**src/rtl/core_pkg.sv**
```systemverilog
// Shared core definitions: default PC width, reset vector and next-PC source encoding.
package core_pkg;

  localparam int          PC_WIDTH         = 32;
  localparam logic [31:0] DEFAULT_RESET_PC = 32'h0000_3000;

  // Source of the next PC, listed lowest to highest priority.
  typedef enum logic [2:0] {
    SEL_SEQ,
    SEL_BR,
    SEL_J,
    SEL_JR,
    SEL_RET
  } next_pc_sel_t;

  // Sign-extend a 16-bit word offset and convert it to a byte offset.
  function automatic logic [PC_WIDTH-1:0] word_offset(input logic [15:0] imm);
    word_offset = {{(PC_WIDTH-16){imm[15]}}, imm} << 2;
  endfunction

endpackage

```
**src/rtl/pc_unit_ras_stack.sv**
```systemverilog
// Return-address stack: circular buffer addressed by a top pointer.
// A push onto a full stack overwrites the oldest entry and leaves the count saturated.
// A replace on an empty stack behaves like a push.
// The caller keeps push, pop and replace mutually exclusive.
module ras_stack
  import core_pkg::*;
#(
  parameter int WIDTH = PC_WIDTH,
  parameter int DEPTH = 4
) (
  input  logic                     clk,
  input  logic                     rst,
  input  logic                     push,
  input  logic                     pop,
  input  logic                     replace,
  input  logic [WIDTH-1:0]         data,
  output logic [WIDTH-1:0]         top,
  output logic [$clog2(DEPTH):0]   count,
  output logic                     empty
);

  localparam int PW = $clog2(DEPTH);
  localparam int CW = PW + 1;

  logic [WIDTH-1:0] mem [DEPTH];
  logic [PW-1:0]    ptr;
  logic [PW-1:0]    ptr_inc;
  logic [PW-1:0]    ptr_dec;
  logic             full;
  logic             grow;

  assign ptr_inc = ptr + PW'(1);
  assign ptr_dec = ptr - PW'(1);
  assign empty   = (count == '0);
  assign full    = (count == CW'(DEPTH));
  assign top     = mem[ptr];
  // A replace on an empty stack needs a fresh slot, exactly like a push.
  assign grow    = push | (replace & empty);

  // Entry storage: the contents are don't-care after reset, so they carry no reset.
  always_ff @(posedge clk) begin
    if (!rst) begin
      if (grow) begin
        mem[ptr_inc] <= data;
      end else if (replace) begin
        mem[ptr] <= data;
      end
    end
  end

  // Top pointer and occupancy count.
  always_ff @(posedge clk) begin
    if (rst) begin
      ptr   <= '0;
      count <= '0;
    end else if (grow) begin
      ptr <= ptr_inc;
      if (!full) begin
        count <= count + CW'(1);
      end
    end else if (pop && !empty) begin
      ptr   <= ptr_dec;
      count <= count - CW'(1);
    end
  end

endmodule

```
**src/rtl/pc_unit.sv**
```systemverilog
// Program-counter generator: PC register, next-PC selection and call/return tracking.
module pc_unit
  import core_pkg::*;
#(
  parameter int               WIDTH     = PC_WIDTH,
  parameter logic [WIDTH-1:0] RESET_PC  = WIDTH'(DEFAULT_RESET_PC),
  parameter int               RAS_DEPTH = 4
) (
  input  logic                         clk,
  input  logic                         rst,
  input  logic                         stall,
  input  logic                         branch,
  input  logic                         branch_cond,
  input  logic                         jump,
  input  logic                         jreg,
  input  logic                         ret,
  input  logic                         link,
  input  logic [15:0]                  imm16,
  input  logic [25:0]                  target,
  input  logic [WIDTH-1:0]             rs_val,
  output logic [WIDTH-1:0]             pc,
  output logic [WIDTH-1:0]             pc_plus4,
  output logic                         ras_underflow,
  output logic                         misalign,
  output logic [$clog2(RAS_DEPTH):0]   ras_count
);

  logic [WIDTH-1:0] pc_q;
  logic [WIDTH-1:0] br_off;
  logic [WIDTH-1:0] br_tgt;
  logic [WIDTH-1:0] j_tgt;
  logic [WIDTH-1:0] raw_tgt;
  logic [WIDTH-1:0] next_pc;
  logic [WIDTH-1:0] ras_top;
  logic             ras_empty;
  logic             ras_push;
  logic             ras_pop;
  logic             ras_replace;
  logic             reg_target;
  next_pc_sel_t     sel;

  assign pc       = pc_q;
  assign pc_plus4 = pc_q + WIDTH'(4);
  // Only the immediate is shifted; the sum itself is never scaled.
  assign br_off   = {{(WIDTH-16){imm16[15]}}, imm16} << 2;
  assign br_tgt   = pc_plus4 + br_off;
  assign j_tgt    = {pc_plus4[WIDTH-1:28], target, 2'b00};

  // Returns prefer the predicted address; with nothing stacked they fall back to rs_val.
  assign raw_tgt  = (ret && !ras_empty) ? ras_top : rs_val;

  // Next-PC source priority: ret > jreg > jump > taken branch > sequential.
  always_comb begin
    sel = SEL_SEQ;
    if (ret) begin
      sel = SEL_RET;
    end else if (jreg) begin
      sel = SEL_JR;
    end else if (jump) begin
      sel = SEL_J;
    end else if (branch && branch_cond) begin
      sel = SEL_BR;
    end
  end

  assign reg_target = (sel == SEL_RET) || (sel == SEL_JR);

  // Next-PC mux; register-sourced targets are forced to word alignment.
  always_comb begin
    next_pc = pc_plus4;
    case (sel)
      SEL_RET, SEL_JR: next_pc = {raw_tgt[WIDTH-1:2], 2'b00};
      SEL_J:           next_pc = j_tgt;
      SEL_BR:          next_pc = br_tgt;
      default:         next_pc = pc_plus4;
    endcase
  end

  // A stalled cycle leaves the stack untouched; reset is handled inside the stack.
  assign ras_push    = !stall && link && !ret;
  assign ras_pop     = !stall && ret && !link;
  assign ras_replace = !stall && ret && link;

  ras_stack #(
    .WIDTH (WIDTH),
    .DEPTH (RAS_DEPTH)
  ) u_ras (
    .clk     (clk),
    .rst     (rst),
    .push    (ras_push),
    .pop     (ras_pop),
    .replace (ras_replace),
    .data    (pc_plus4),
    .top     (ras_top),
    .count   (ras_count),
    .empty   (ras_empty)
  );

  // Architectural PC register.
  always_ff @(posedge clk) begin
    if (rst) begin
      pc_q <= RESET_PC;
    end else if (!stall) begin
      pc_q <= next_pc;
    end
  end

  // One-cycle status pulses describing the instruction just retired.
  always_ff @(posedge clk) begin
    if (rst || stall) begin
      ras_underflow <= 1'b0;
      misalign      <= 1'b0;
    end else begin
      ras_underflow <= ret && !link && ras_empty;
      misalign      <= reg_target && (raw_tgt[1:0] != 2'b00);
    end
  end

endmodule

```
**config.mk**
```make
export PLATFORM = sky130hd
export DESIGN_NAME = pc_unit
export DESIGN_NICKNAME = d
export VERILOG_FILES = /design/src/rtl/core_pkg.sv /design/src/rtl/pc_unit_ras_stack.sv /design/src/rtl/pc_unit.sv
export SDC_FILE = /design/constraint.sdc
export NUM_CORES = 1
export LEC_CHECK = 0
export CORE_MARGIN = 3
export CORE_UTILIZATION = 55
export CTS_CLUSTER_DIAMETER = 120
export DETAILED_ROUTE_END_ITERATION = 8
export PLACE_DENSITY = 0.82
export SLEW_MARGIN = 30
export SYNTH_ARGS = -nofsm -noshare
export SYNTH_HDL_FRONTEND = slang
export SYNTH_SLANG_ARGS = --single-unit
```
**constraint.sdc**
```tcl
create_clock -name clk -period 7.8 [get_ports clk]
set_input_delay 1.56 -clock clk [delete_from_list [all_inputs] [get_ports clk]]
set_output_delay 1.56 -clock clk [all_outputs]
set_load 0.005 [all_outputs]
```
# Word-level counts from Yosys, hierarchy flattened
# Memories as Yosys holds them, arrays and structs flattened. A register that Yosys moved wholly into a read port is not among the register bits.
# Index checks and enable logic that the tools add are counted.
# totals
regBits	39
ramBits	128
input_bits	83
out_inout_bits	69
elab_cells	66
n_memories	1
# op_classes
add_sub_neg	6
eq_ne	6
mux	23
bitwise_logic	2
reduce_logical	23
# memory_table
memory	words	width	read_ports	rd_clocked_by_memory_dff	wr	line	source
u_ras.mem	4	32	1	1	1	pc_unit_ras_stack.sv:25	logic [WIDTH-1:0] mem [DEPTH];
# op_table
cell	n
32-bit one-hot mux with 3 select lines	1
32-bit 2-to-1 mux	2
32-bit by 3-bit adder with 32-bit output (second input constant)	1
32-bit adder	1
32-bit OR reduction	1
2-bit 2-to-1 mux	7
3-bit 2-to-1 mux	4
1-bit logical AND	11
1-bit 2-to-1 mux	9
3-bit by 2-bit == test with 1-bit output (second input constant)	2
3-bit == test (second input constant)	2
1-bit logical NOT	4
2-bit nonzero test	2
3-bit by 1-bit adder with 3-bit output (second input constant)	1
3-bit by 1-bit == test with 1-bit output (second input constant)	1
3-bit logical NOT	1
3-bit by 1-bit subtractor with 3-bit output (second input constant)	1
2-bit by 1-bit adder with 2-bit output (second input constant)	1
1-bit logical OR	2
2-bit inequality test (second input constant)	1
2-bit AND reduction	1
2-bit OR reduction	1
2-bit by 1-bit subtractor with 2-bit output (second input constant)	1
1-bit bitwise AND	1
1-bit bitwise OR	1

# Logic depth before layout (Yosys ltp)
# Gate-level depths: netlist (run 1).
# depth
depth_word	10
depth_mapped	15
depth_no_buf	14

# By module
# Synthesis (run 1) repeated with hierarchy kept, for this count alone.
# hier_totals
hier_cells	858
hier_area_um2	9519.1
# by_module_without_submodules
mod	instances	cells_each	area_per_inst_um2	seq_area_each_um2
ras_stack	1	230	5134.9	3983.8
pc_unit	1	628	4384.2	640.6

# Worst setup path before layout (run 1)
# No wires, ideal clock.
# synth_timing
kind	input -> register
start	input ret
end	memory u_ras.mem[3][10] (netlist bit) (enable)
setup_time_ns	0.493
arrival_time_ns	5.211
required_time_ns	7.307
slack_ns	2.097
path_stages	5
path_cell_list	clkbuf_1 o31a_1 clkbuf_1 nor2b_1 nor4_1
# synth_via
elab_chain_len	9
elab_cells_between_ends	16
cone_classes	9 x mux; 2 x bitwise; 5 x reduce/logical
# synth_lines
element	line	source
from (decl)	pc_unit.sv:16	input logic ret,
1-bit logical AND (2 in a row)	pc_unit.sv:82	assign ras_replace = !stall && ret && link;
1-bit bitwise AND	pc_unit_ras_stack.sv:38	assign grow = push | (replace & empty);
1-bit bitwise OR	pc_unit_ras_stack.sv:38	
1-bit 2-to-1 mux	pc_unit_ras_stack.sv:43	if (grow) begin
1-bit 2-to-1 mux	pc_unit_ras_stack.sv:42	if (!rst) begin
1-bit 2-to-1 mux (implied by the code)	pc_unit_ras_stack.sv:46	mem[ptr] <= data;
32-bit OR reduction (no line)	-	
2-bit 2-to-1 mux (no line) / 1-bit 2-to-1 mux (equally long branches)	-	
to (decl)	pc_unit_ras_stack.sv:25	
# Parallel ways exist; a longest one is shown, timed or not.

# Worst setup path after layout (run 1)
# layout_timing
start	register pc_q[2], in the netlist pc[2]
end	output pc_plus4[16]
# layout_via
elab_chain_len	1
# layout_lines
element	line	source
from (decl)	pc_unit.sv:28	logic [WIDTH-1:0] pc_q;
from (signal assigned)	pc_unit.sv:104	pc_q <= next_pc;
32-bit by 3-bit adder with 32-bit output	pc_unit.sv:43	assign pc_plus4 = pc_q + WIDTH'(4);
to (decl)	pc_unit.sv:22	output logic [WIDTH-1:0] pc_plus4,
# No other way between the ends.

==> flow_metrics.py, run 1 <==
metrics = {
    "status": {
        "status": "complete, no violations",
    },
    "place": {
        "hpwl_um": 19300,
        "gp_congestion": 0.984,
        "post-place-ws_ns": 2.94,
        "portBuffers": 147,
        "postPlaceCellArea_um2": 10800,
        "dpl.cell_count": 1155,
    },
    "drt": {
        "wl_per_cell_um": 23.9,
        "ant_nets": 0,
        "drcViolationCount": 0,
        "first_iter_violations": 782,
        "vias_per_cell": 6.62,
        "dr.pass1.iters": 6,
        "vias": 7848,
        "wl_um": 28400,
    },
    "floorplan": {
        "num_io_pins": 152,
        "floorplan.die_area_um2": 18100,
        "die_h_um": 135,
        "core_um2": 16100,
        "start_util_pct": 56.7,
        "rows": 46,
        "die_w_um": 135,
    },
    "setup_path": {
        "crit_top_cell": "or3_1",
        "cp_max_fo": 8,
        "critical-path-top-delay-family": "simple AND/OR/NAND/NOR gates",
        "crit_chain": "ha_1 -> nand3_1 -> or3_1 -> or3_1 -> xnor2_1 -> clkdlybuf4s50_1",
        "crit_buf_inv": 1,
        "worstSetupPathType": "flip-flop to primary output",
        "crit_path_start_kind": "flip-flop",
        "endpoint_kind": "primary output",
        "crit_required_ns": 6.24,
        "reg2regPathDepth": 13,
        "cp.depth": 6,
        "crit_start": "pc[2]",
        "regToRegEndpoint": "pc[31]",
        "r2r_start": "pc[2]",
        "slowest_stage": "xnor2_1",
        "arrival_ns": 3.65,
        "cpPeakStageDelay_ns": 0.68,
        "reg2reg_slack_ns": 3.00,
        "crit_end": "pc_plus4[16]",
    },
    "cts": {
        "cts_hold_buf": 0,
        "cts.clk_slew.worst_paths_ns": 0.06,
        "root_buffer": "clkbuf_16",
        "tritoncts": "done",
        "clk_path_buf_depth": 2,
        "clk_latency_ns": 0.43,
        "numCtsBuffers": 17,
        "cts.sinks": 159,
        "post_cts_buffers": 0,
        "htreeDepth": 4,
        "cts_resized": 0,
    },
    "cells_and_area": {
        "area_delta_synth_final_pct": 25.0,
        "diodes": 0,
        "nFillCells": 1132,
        "nets": 1080,
        "final_layout_size_suffix_gt1_share_pct": 10.3,
        "final_cell_area_um2": 11400,
        "final_core_util_pct": 70.9,
        "stdcell_count": 1186,
    },
    "power_and_ir_drop": {
        "ir_drop_mv": 0.162,
        "intPower_mw": 1.72,
        "switching_share_pct": 29.6,
        "p_sw_uw": 723,
        "pwr-share-clk_pct": 32.7,
        "combPwrFrac_pct": 26.0,
        "power_density_nw_per_um2": 215,
        "leakagePower_nw": 3.94,
        "power_mw": 2.45,
        "p_seq_share_pct": 41.3,
    },
    "sta": {
        "setup_viol": 0,
        "fmax_mhz": 192,
        "final_hold_viol_count": 0,
        "rsz0062_at_grt": "false",
        "period_needed_ns": 5.21,
        "post-route-period-util_pct": 66.7,
        "tightest_slew_ns": 0.953,
        "setup_tns_ns": 0,
        "hold_ws_ns": 0.560,
        "max_slew_margin_pct": 36.2,
        "skew_ns": 0.00780,
        "timing.final.ws_setup_ns": 2.59,
        "slew_violations": 0,
    },
    "synthesis": {
        "yosysWarnings": 0,
        "synth_most_common_cell": "edfxtp_1",
        "synthArstFlopShare_pct": 0,
        "yosys-top-cells-count": "edfxtp_1 (120), nand2_1 (65), a21oi_1 (55), nor2_1 (47), dfxtp_1 (39)",
        "syn_avg_cell_area_um2": 11.1,
        "yosys.area.top_type_share_pct": 39.6,
        "synth-seq-cells": 159,
        "yosysSeqAreaShare_pct": 48.2,
        "synth_edf_count": 120,
        "synthTopCellsByArea": "edfxtp_1 (40%), dfxtp_1 (8.6%), mux4_2 (7.4%)",
        "synthFlopType": "edfxtp_1",
        "synth_top_cell_by_area": "edfxtp_1",
        "syn_inst": 817,
        "syn_area_um2": 9100,
        "synth_cell_type_count": 72,
    },
    "global_route": {
        "grt_pass1_vias": 7727,
        "track_usage_pct": 31.4,
        "grt_overflow": 0,
        "grt_pass1_wl_um": 43600,
        "grt_max_degree": 51,
        "antenna_found_initial": 0,
    },
    "flow_run": {
        "max_cap_viol_count": 0,
    },
    "worst_hold_path": {
        "hp-class": "flip-flop to flip-flop",
    },
}
routing by layer:
| metal | global-route usage, % | up-vias | part of all wire [%] |
|---|---|---|---|
| met4 | 10.6 | 0 | 2.5 |
| met5 | 0 | - | 0 |
| li1 | - | 3482 | - |
| met3 | 5.92 | 59 | 8.9 |
| met1 | 43.3 | 3869 | 41 |
| met2 | 50.6 | 438 | 48 |
registers in the layout (all words and copies together), names as in the netlist, named ones only:
name	flops
ras_underflow	1
pc	30
u_ras.ptr	2
u_ras.count	3
u_ras.mem	120
misalign	1
cell type report:
type,instances,area [um^2],share of cell area [%]
multi-input combinational,588,4470,39.3
sequential,159,4390,38.5
timing repair buffer,163,1590,13.9
tap,216,270,2.38
clock buffer,20,437,3.84
clock inverter,11,118,1.03
inverter,29,109,0.957
cell families (layout without fill, tap and decap cells):
logic type | Yosys count | after routing | synth area share, %
compound gates | 227 | 227 | 17.3
buf+inv | 73 | 223 | 3.29
flops | 159 | 159 | 48.2
mux | 37 | 37 | 8.19
simple gates | 238 | 238 | 13.3
xor+xnor | 43 | 43 | 4.22
fa+ha+maj | 39 | 39 | 5.53
other cells | 1 | 4 | 0.0412
power groups by stage:
stage               Sequential (mW)  Clock [mW]  Combinational [mW]
floorplan                      1.01           0               0.380
global placement               1.02           0               0.611
detailed placement             1.03           0               0.619
CTS                            1.01       0.804               0.626
global route                   1.02       0.836               0.687
finish                         1.01       0.800               0.635
how the worst min path moves through the flow:
stage,startpoint,to,slack [ns],cells after the start
final,pc[8],pc[8],0.56,2
after CTS,pc[8],pc[8],0.56,2
after global routing,pc[8],pc[8],0.59,2
after detailed placement,pc[10],pc[10],0.52,2
after global placement,pc[10],pc[10],0.52,2
after floorplan,pc[10],pc[10],0.50,2
layout by cell type (no fill, tap or decap), types with 9 or more instances in the layout:
| cell | netlist | routed |
|---|---|---|
| a31oi_1 | 13 | 13 |
| o21ai_0 | 35 | 35 |
| mux4_2 | 30 | 30 |
| nand4_1 | 10 | 10 |
| ha_1 | 37 | 37 |
| dfxtp_1 | 39 | 38 |
| clkdlybuf4s50_1 | 0 | 146 |
| nor2_1 | 47 | 44 |
| or3_1 | 12 | 12 |
| a21o_1 | 13 | 13 |
| xnor2_1 | 31 | 31 |
| clkbuf_16 | 0 | 17 |
| a221oi_1 | 26 | 26 |
| nand3_1 | 33 | 33 |
| nor3_1 | 19 | 18 |
| a221o_1 | 9 | 9 |
| a21oi_1 | 55 | 55 |
| buf_4 | 4 | 16 |
| xor2_1 | 11 | 11 |
| nand2_1 | 65 | 65 |
| inv_1 | 28 | 28 |
| a211oi_1 | 11 | 11 |
| edfxtp_1 | 120 | 120 |
| o21a_1 | 9 | 9 |
tightest hold or removal path, cell delays in order (launching register included):
cell and delay [ns]:
dfxtp_1 0.36, inv_1 0.07, a221oi_1 0.07
No activity file was read; power rests on OpenSTA's default activity.
==> inputs of run 2 (changes only) <==
--- a/config.mk
+++ b/config.mk
@@ -6,10 +6,10 @@
 export NUM_CORES = 1
 export LEC_CHECK = 0
 export CORE_MARGIN = 3
-export CORE_UTILIZATION = 55
+export CORE_UTILIZATION = 49
 export CTS_CLUSTER_DIAMETER = 120
 export DETAILED_ROUTE_END_ITERATION = 8
-export PLACE_DENSITY = 0.82
+export PLACE_DENSITY = 0.77
 export SLEW_MARGIN = 30
 export SYNTH_ARGS = -nofsm -noshare
 export SYNTH_HDL_FRONTEND = slang
==> constraint.sdc (replaced) <==
create_clock -name clk -period 4.63 [get_ports clk]
set_input_delay 0.926 -clock clk [delete_from_list [all_inputs] [get_ports clk]]
set_output_delay 0.926 -clock clk [all_outputs]
set_load 0.005 [all_outputs]
==> flow_metrics.py, run 2 (synthesis results as in run 1) <==
metrics = {
    "place": {
        "gp_congestion": 0.963,
        "portBuffers": 147,
        "hpwl_um": 21200,
        "postPlaceCellArea_um2": 11100,
    },
    "cts": {
        "htreeDepth": 4,
        "cts_resized": 0,
        "clk_path_buf_depth": 2,
        "numCtsBuffers": 17,
        "cts.clk_slew.worst_paths_ns": 0.06,
        "tritoncts": "done",
        "cts.sinks": 159,
        "post_cts_buffers": 0,
        "root_buffer": "clkbuf_16",
        "cts_hold_buf": 0,
        "clk_latency_ns": 0.43,
    },
    "sta": {
        "slew_violations": 0,
        "post-route-period-util_pct": 95.2,
        "rsz0062_at_grt": "false",
        "skew_ns": 0.0122,
        "setup_tns_ns": 0,
        "hold_ws_ns": 0.556,
        "setup_viol": 0,
        "tightest_slew_ns": 0.857,
        "max_slew_margin_pct": 42.5,
        "period_needed_ns": 4.41,
        "fmax_mhz": 227,
        "final_hold_viol_count": 0,
    },
    "floorplan": {
        "num_io_pins": 152,
        "core_um2": 18100,
        "rows": 49,
        "die_h_um": 142,
        "die_w_um": 142,
        "floorplan.die_area_um2": 20200,
        "start_util_pct": 50.3,
    },
    "setup_path": {
        "crit_buf_inv": 1,
        "reg2reg_slack_ns": 0.25,
        "crit_path_start_kind": "flip-flop",
        "critical-path-top-delay-family": "simple AND/OR/NAND/NOR gates",
        "slowest_stage": "nor4_1",
        "endpoint_kind": "primary output",
        "arrival_ns": 3.48,
        "crit_chain": "ha_1 -> nand3_1 -> or3_1 -> nor4_1 -> xnor2_1 -> clkdlybuf4s50_1",
        "cpPeakStageDelay_ns": 0.71,
        "crit_required_ns": 3.70,
        "cp_max_fo": 7,
        "worstSetupPathType": "flip-flop to primary output",
    },
    "cells_and_area": {
        "final_cell_mix": "clkdlybuf4s50_1 (146), edfxtp_1 (120), nand2_1 (65)",
        "top_register": "u_ras.mem",
        "largest_reg_flops": 120,
        "nFillCells": 1416,
        "diodes": 0,
        "final_cell_area_um2": 11600,
        "final_layout_size_suffix_gt1_share_pct": 12.9,
        "area_delta_synth_final_pct": 27.7,
        "final_core_util_pct": 64.2,
        "layout_commonest_cell": "clkdlybuf4s50_1",
        "nets": 1106,
    },
    "global_route": {
        "track_usage_pct": 29.3,
        "grt_pass1_wl_um": 44900,
        "grt_overflow": 0,
        "grt_max_degree": 37,
        "antenna_found_initial": 0,
        "grt_pass1_vias": 7773,
    },
    "power_and_ir_drop": {
        "ir_drop_mv": 0.264,
        "combPwrFrac_pct": 26.7,
        "p_seq_share_pct": 40.4,
        "switching_share_pct": 30.1,
        "intPower_mw": 2.93,
        "leakagePower_nw": 4.08,
        "power_mw": 4.20,
        "pwr-share-clk_pct": 32.9,
        "p_sw_mw": 1.26,
        "power_density_nw_per_um2": 361,
    },
    "drt": {
        "vias": 7978,
        "vias_per_cell": 6.51,
        "wl_per_cell_um": 24.3,
        "drcViolationCount": 0,
        "first_iter_violations": 807,
        "wl_um": 29700,
        "dr.pass1.iters": 5,
        "ant_nets": 0,
    },
    "worst_hold_path": {
        "hp-class": "flip-flop to flip-flop",
    },
    "flow_run": {
        "max_cap_viol_count": 0,
    },
    "status": {
        "status": "complete, no violations",
    },
}
-- run 2: changes by cell type in the layout (fill, tap and decap cells not counted), sizes merged --
cell      previous run  this run
clkbuf              20        18
inv                 30        31
clkinvlp             1         3
buf                 17        43
clkinv               7         6
-- run 2: power groups by stage --
| stage | Combinational (mW) | Sequential [mW] | Clock (mW) |
|---|---|---|---|
| final | 1.12 | 1.69 | 1.38 |
| after global routing | 1.21 | 1.70 | 1.44 |
| after CTS | 1.11 | 1.69 | 1.39 |
| after detailed placement | 1.10 | 1.72 | 0 |
| after global placement | 1.09 | 1.72 | 0 |
| after floorplan | 0.641 | 1.71 | 0 |
-- run 2: final cells by class --
cell class,instances,area [um^2],area share [%]
multi-input combinational,588,4460,38.4
sequential,159,4390,37.7
timing repair buffer,189,1810,15.5
clock buffer,18,429,3.69
tap,229,287,2.47
clock inverter,13,140,1.21
inverter,29,109,0.937
-- run 2: per-stage QoR --
| step | instances | setup WS, ns |
|---|---|---|
| 3_3_place_gp | 1194 | 0.509 |
| 2_1_floorplan | 820 | -0.439 |
| 6_report | 1225 | 0.221 |
| 3_5_place_dp | 1194 | 0.402 |
| 5_1_grt | 1225 | 0.0200 |
| 4_1_cts | 1225 | 0.246 |
-- run 2: layer usage --
layer  share of wire, %  vias to the layer above  global-route usage [%]
li1                   -                     3533                       -
met1                 40                     3933                    40.4
met2                 47                      434                    46.6
met3                8.9                       78                    5.54
met4                3.3                        0                    10.6
met5                  0                        -                       0
-- run 2: worst paths after layout --
| kind | start | end | cells past startpoint |
|---|---|---|---|
| setup reg to reg | pc[2] | pc[31] | 13 |
| hold / removal | pc[16] | pc[16] | 2 |
| setup / recovery | pc[2] | pc_plus4[30] | 6 |
| hold reg to reg | pc[16] | pc[16] | 2 |
-- run 2: worst register-to-register path: stages, from the launching register on --
cell,delay (ns)
dfxtp_1,0.45
ha_1,0.28
nand3_1,0.16
or3_1,0.56
nor3_1,0.29
xnor2_1,0.39
ha_1,0.41
nand2_1,0.14
o21ai_0,0.23
o41ai_1,0.64
or3_1,0.19
o21ai_0,0.09
or4_1,0.41
nand3_1,0.09
==> inputs of run 3 (changes only) <==
--- a/config.mk
+++ b/config.mk
@@ -13,4 +13,5 @@
 export SLEW_MARGIN = 30
 export SYNTH_ARGS = -nofsm -noshare
 export SYNTH_HDL_FRONTEND = slang
+export SYNTH_HIERARCHICAL = 1
 export SYNTH_SLANG_ARGS = --single-unit
==> flow_metrics.py, run 3 <==
metrics = {
    "status": {
        "status": "complete, no violations",
    },
    "floorplan": {
        "core_um2": 18900,
        "floorplan.die_area_um2": 21100,
        "num_io_pins": 152,
        "start_util_pct": 50.4,
        "die_w_um": 145,
        "rows": 50,
        "die_h_um": 145,
    },
    "setup_path": {
        "crit_chain": "ha_1 -> nand4_1 -> nor2_1 -> nand2_1 -> nor3_1 -> xnor2_1 -> clkdlybuf4s50_1",
        "regToRegEndpoint": "pc[28]",
        "worstSetupPathType": "flip-flop to primary output",
        "cp_max_fo": 7,
        "slowest_stage": "clkdlybuf4s50_1",
        "critical-path-top-delay-family": "simple AND/OR/NAND/NOR gates",
        "reg2reg_slack_ns": 0.30,
        "crit_required_ns": 3.70,
        "r2r_start": "pc[2]",
        "cp.depth": 7,
        "reg2regPathDepth": 15,
        "endpoint_kind": "primary output",
        "crit_buf_inv": 1,
        "arrival_ns": 3.45,
        "crit_path_start_kind": "flip-flop",
        "cpPeakStageDelay_ns": 0.62,
        "crit_start": "pc[2]",
        "crit_end": "pc_plus4[30]",
    },
    "sta": {
        "fmax_mhz": 228,
        "setup_tns_ns": 0,
        "skew_ns": 0.00703,
        "period_needed_ns": 4.38,
        "slew_violations": 0,
        "final_hold_viol_count": 0,
        "setup_viol": 0,
        "hold_ws_ns": 0.531,
        "post-route-period-util_pct": 94.6,
        "rsz0062_at_grt": "false",
        "tightest_slew_ns": 0.733,
        "max_slew_margin_pct": 49.9,
    },
    "global_route": {
        "grt_pass1_wl_um": 42800,
        "grt_max_degree": 40,
        "grt_overflow": 0,
        "antenna_found_initial": 0,
        "track_usage_pct": 25.9,
        "grt_pass1_vias": 7567,
    },
    "synthesis": {
        "synth-seq-cells": 167,
        "syn_inst": 858,
        "synth_top_cell_by_area": "edfxtp_1",
        "yosys-top-cells-count": "edfxtp_1 (128), nand2_1 (109), a21oi_1 (64), nor2_1 (52), dfxtp_1 (39)",
        "yosysWarnings": 6,
        "yosys.area.top_type_share_pct": 40.4,
        "syn_avg_cell_area_um2": 11.1,
        "synthTopCellsByArea": "edfxtp_1 (40%), dfxtp_1 (8.2%), mux4_2 (7.6%)",
        "synth_most_common_cell": "edfxtp_1",
        "synthFlopType": "edfxtp_1",
        "synthArstFlopShare_pct": 0,
        "yosysSeqAreaShare_pct": 48.6,
        "synth_edf_count": 128,
        "syn_area_um2": 9520,
        "synth_cell_type_count": 82,
    },
    "cells_and_area": {
        "final_layout_size_suffix_gt1_share_pct": 12.8,
        "layout_commonest_cell": "clkdlybuf4s50_1",
        "nets": 1136,
        "final_cell_mix": "clkdlybuf4s50_1 (145), edfxtp_1 (128), nand2_1 (109)",
        "nFillCells": 1553,
        "diodes": 0,
        "top_register": "u_ras/mem",
        "largest_reg_flops": 128,
        "seq_area_um2": 4630,
        "area_delta_synth_final_pct": 25.9,
        "multi_input_area_um2": 4630,
    },
    "place": {
        "gp_congestion": 0.922,
        "portBuffers": 147,
        "hpwl_um": 19200,
    },
    "drt": {
        "vias_per_cell": 6.01,
        "drcViolationCount": 0,
        "dr.pass1.iters": 6,
        "ant_nets": 0,
        "wl_per_cell_um": 21.3,
        "vias": 7743,
        "first_iter_violations": 764,
        "wl_um": 27500,
    },
    "cts": {
        "numCtsBuffers": 17,
        "cts_resized": 0,
        "clk_latency_ns": 0.44,
        "cts.clk_slew.worst_paths_ns": 0.07,
        "tritoncts": "done",
        "clk_path_buf_depth": 2,
        "cts.sinks": 167,
        "root_buffer": "clkbuf_16",
        "cts_hold_buf": 0,
        "post_cts_buffers": 0,
        "htreeDepth": 4,
    },
    "power_and_ir_drop": {
        "leakagePower_nw": 4.25,
        "power_density_nw_per_um2": 399,
        "ir_drop_mv": 0.272,
    },
    "worst_hold_path": {
        "whs_path_depth": 2,
        "hp-class": "flip-flop to flip-flop",
    },
    "flow_run": {
        "max_cap_viol_count": 0,
    },
}
run 3: changes by cell type in the layout (fill, tap and decap cells not counted), moves of 8 or more:
cell / change
nand2_1: +44
nand3_1: -12
edfxtp_1: +8
a21oi_1: +8
conb_1: +8
a31oi_1: +13
or3_1: -10
a221o_1: -8
run 3: cell type report:
cell class / instances / share of cell area (%)
multi-input cells: 626 / 38.6
flip-flops and latches: 167 / 38.6
repair buffers: 180 / 14.3
clock buffers: 18 / 3.58
well taps: 260 / 2.71
clock inverters: 13 / 1.42
inverters: 25 / 0.783
run 3: report_power, final:
group / internal [mW] / switching (mW)
clock network: 0.852 / 0.607
logic: 0.678 / 0.772
registers: 1.76 / 0.119
total: 3.29 / 1.50
run 3: routing by layer:
metal  track usage (%)  part of all wire, %  wire length [um]
met1              34.4                   41             11400
met2              42.8                   49             13400
met3              5.08                  7.4              2030
met4              9.21                  2.6               717
met5                 0                    0                 0
run 3: tightest hold or removal path: cells and delay by family, from the launching register on:
| kind | cells | cell delay (ns) |
|---|---|---|
| flip-flops | 1 | 0.34 |
| AND/OR/NAND/NOR | 1 | 0.08 |
| AO/OA/AOI/OAI | 1 | 0.06 |
run 3: cells by family after synthesis:
family          share of synthesized area (%)
simple gates                             13.8
other cells                            0.0394
flops                                    48.6
fa+ha+maj                                4.81
xor+xnor                                 5.06
buf+inv                                  3.64
compound gates                           16.0
mux                                      8.06
run 3: worst min path at each step:
stage | startpoint | end | slack, ns
final | pc[10] | pc[10] | 0.53
after global routing | pc[10] | pc[10] | 0.56
after detailed placement | pc[24] | pc[24] | 0.52
after floorplan | pc[10] | pc[10] | 0.49
after global placement | pc[10] | pc[10] | 0.49
after CTS | pc[10] | pc[10] | 0.54
run 3: stage by stage:
step / worst slack [ns] / power [mW] / cell area (um^2) / util [%] / cells
detailed placement: 0.593 / 3.35 / 11400 / 60.3 / 1258
global placement: 0.681 / 3.33 / 11400 / 60.3 / 1258
global route: 0.0898 / 5.01 / 12000 / 63.4 / 1289
finish: 0.252 / 4.79 / 12000 / 63.4 / 1289
floorplan: 0.519 / 2.82 / 9570 / - / 869
CTS: 0.321 / 4.80 / 12000 / 63.4 / 1289
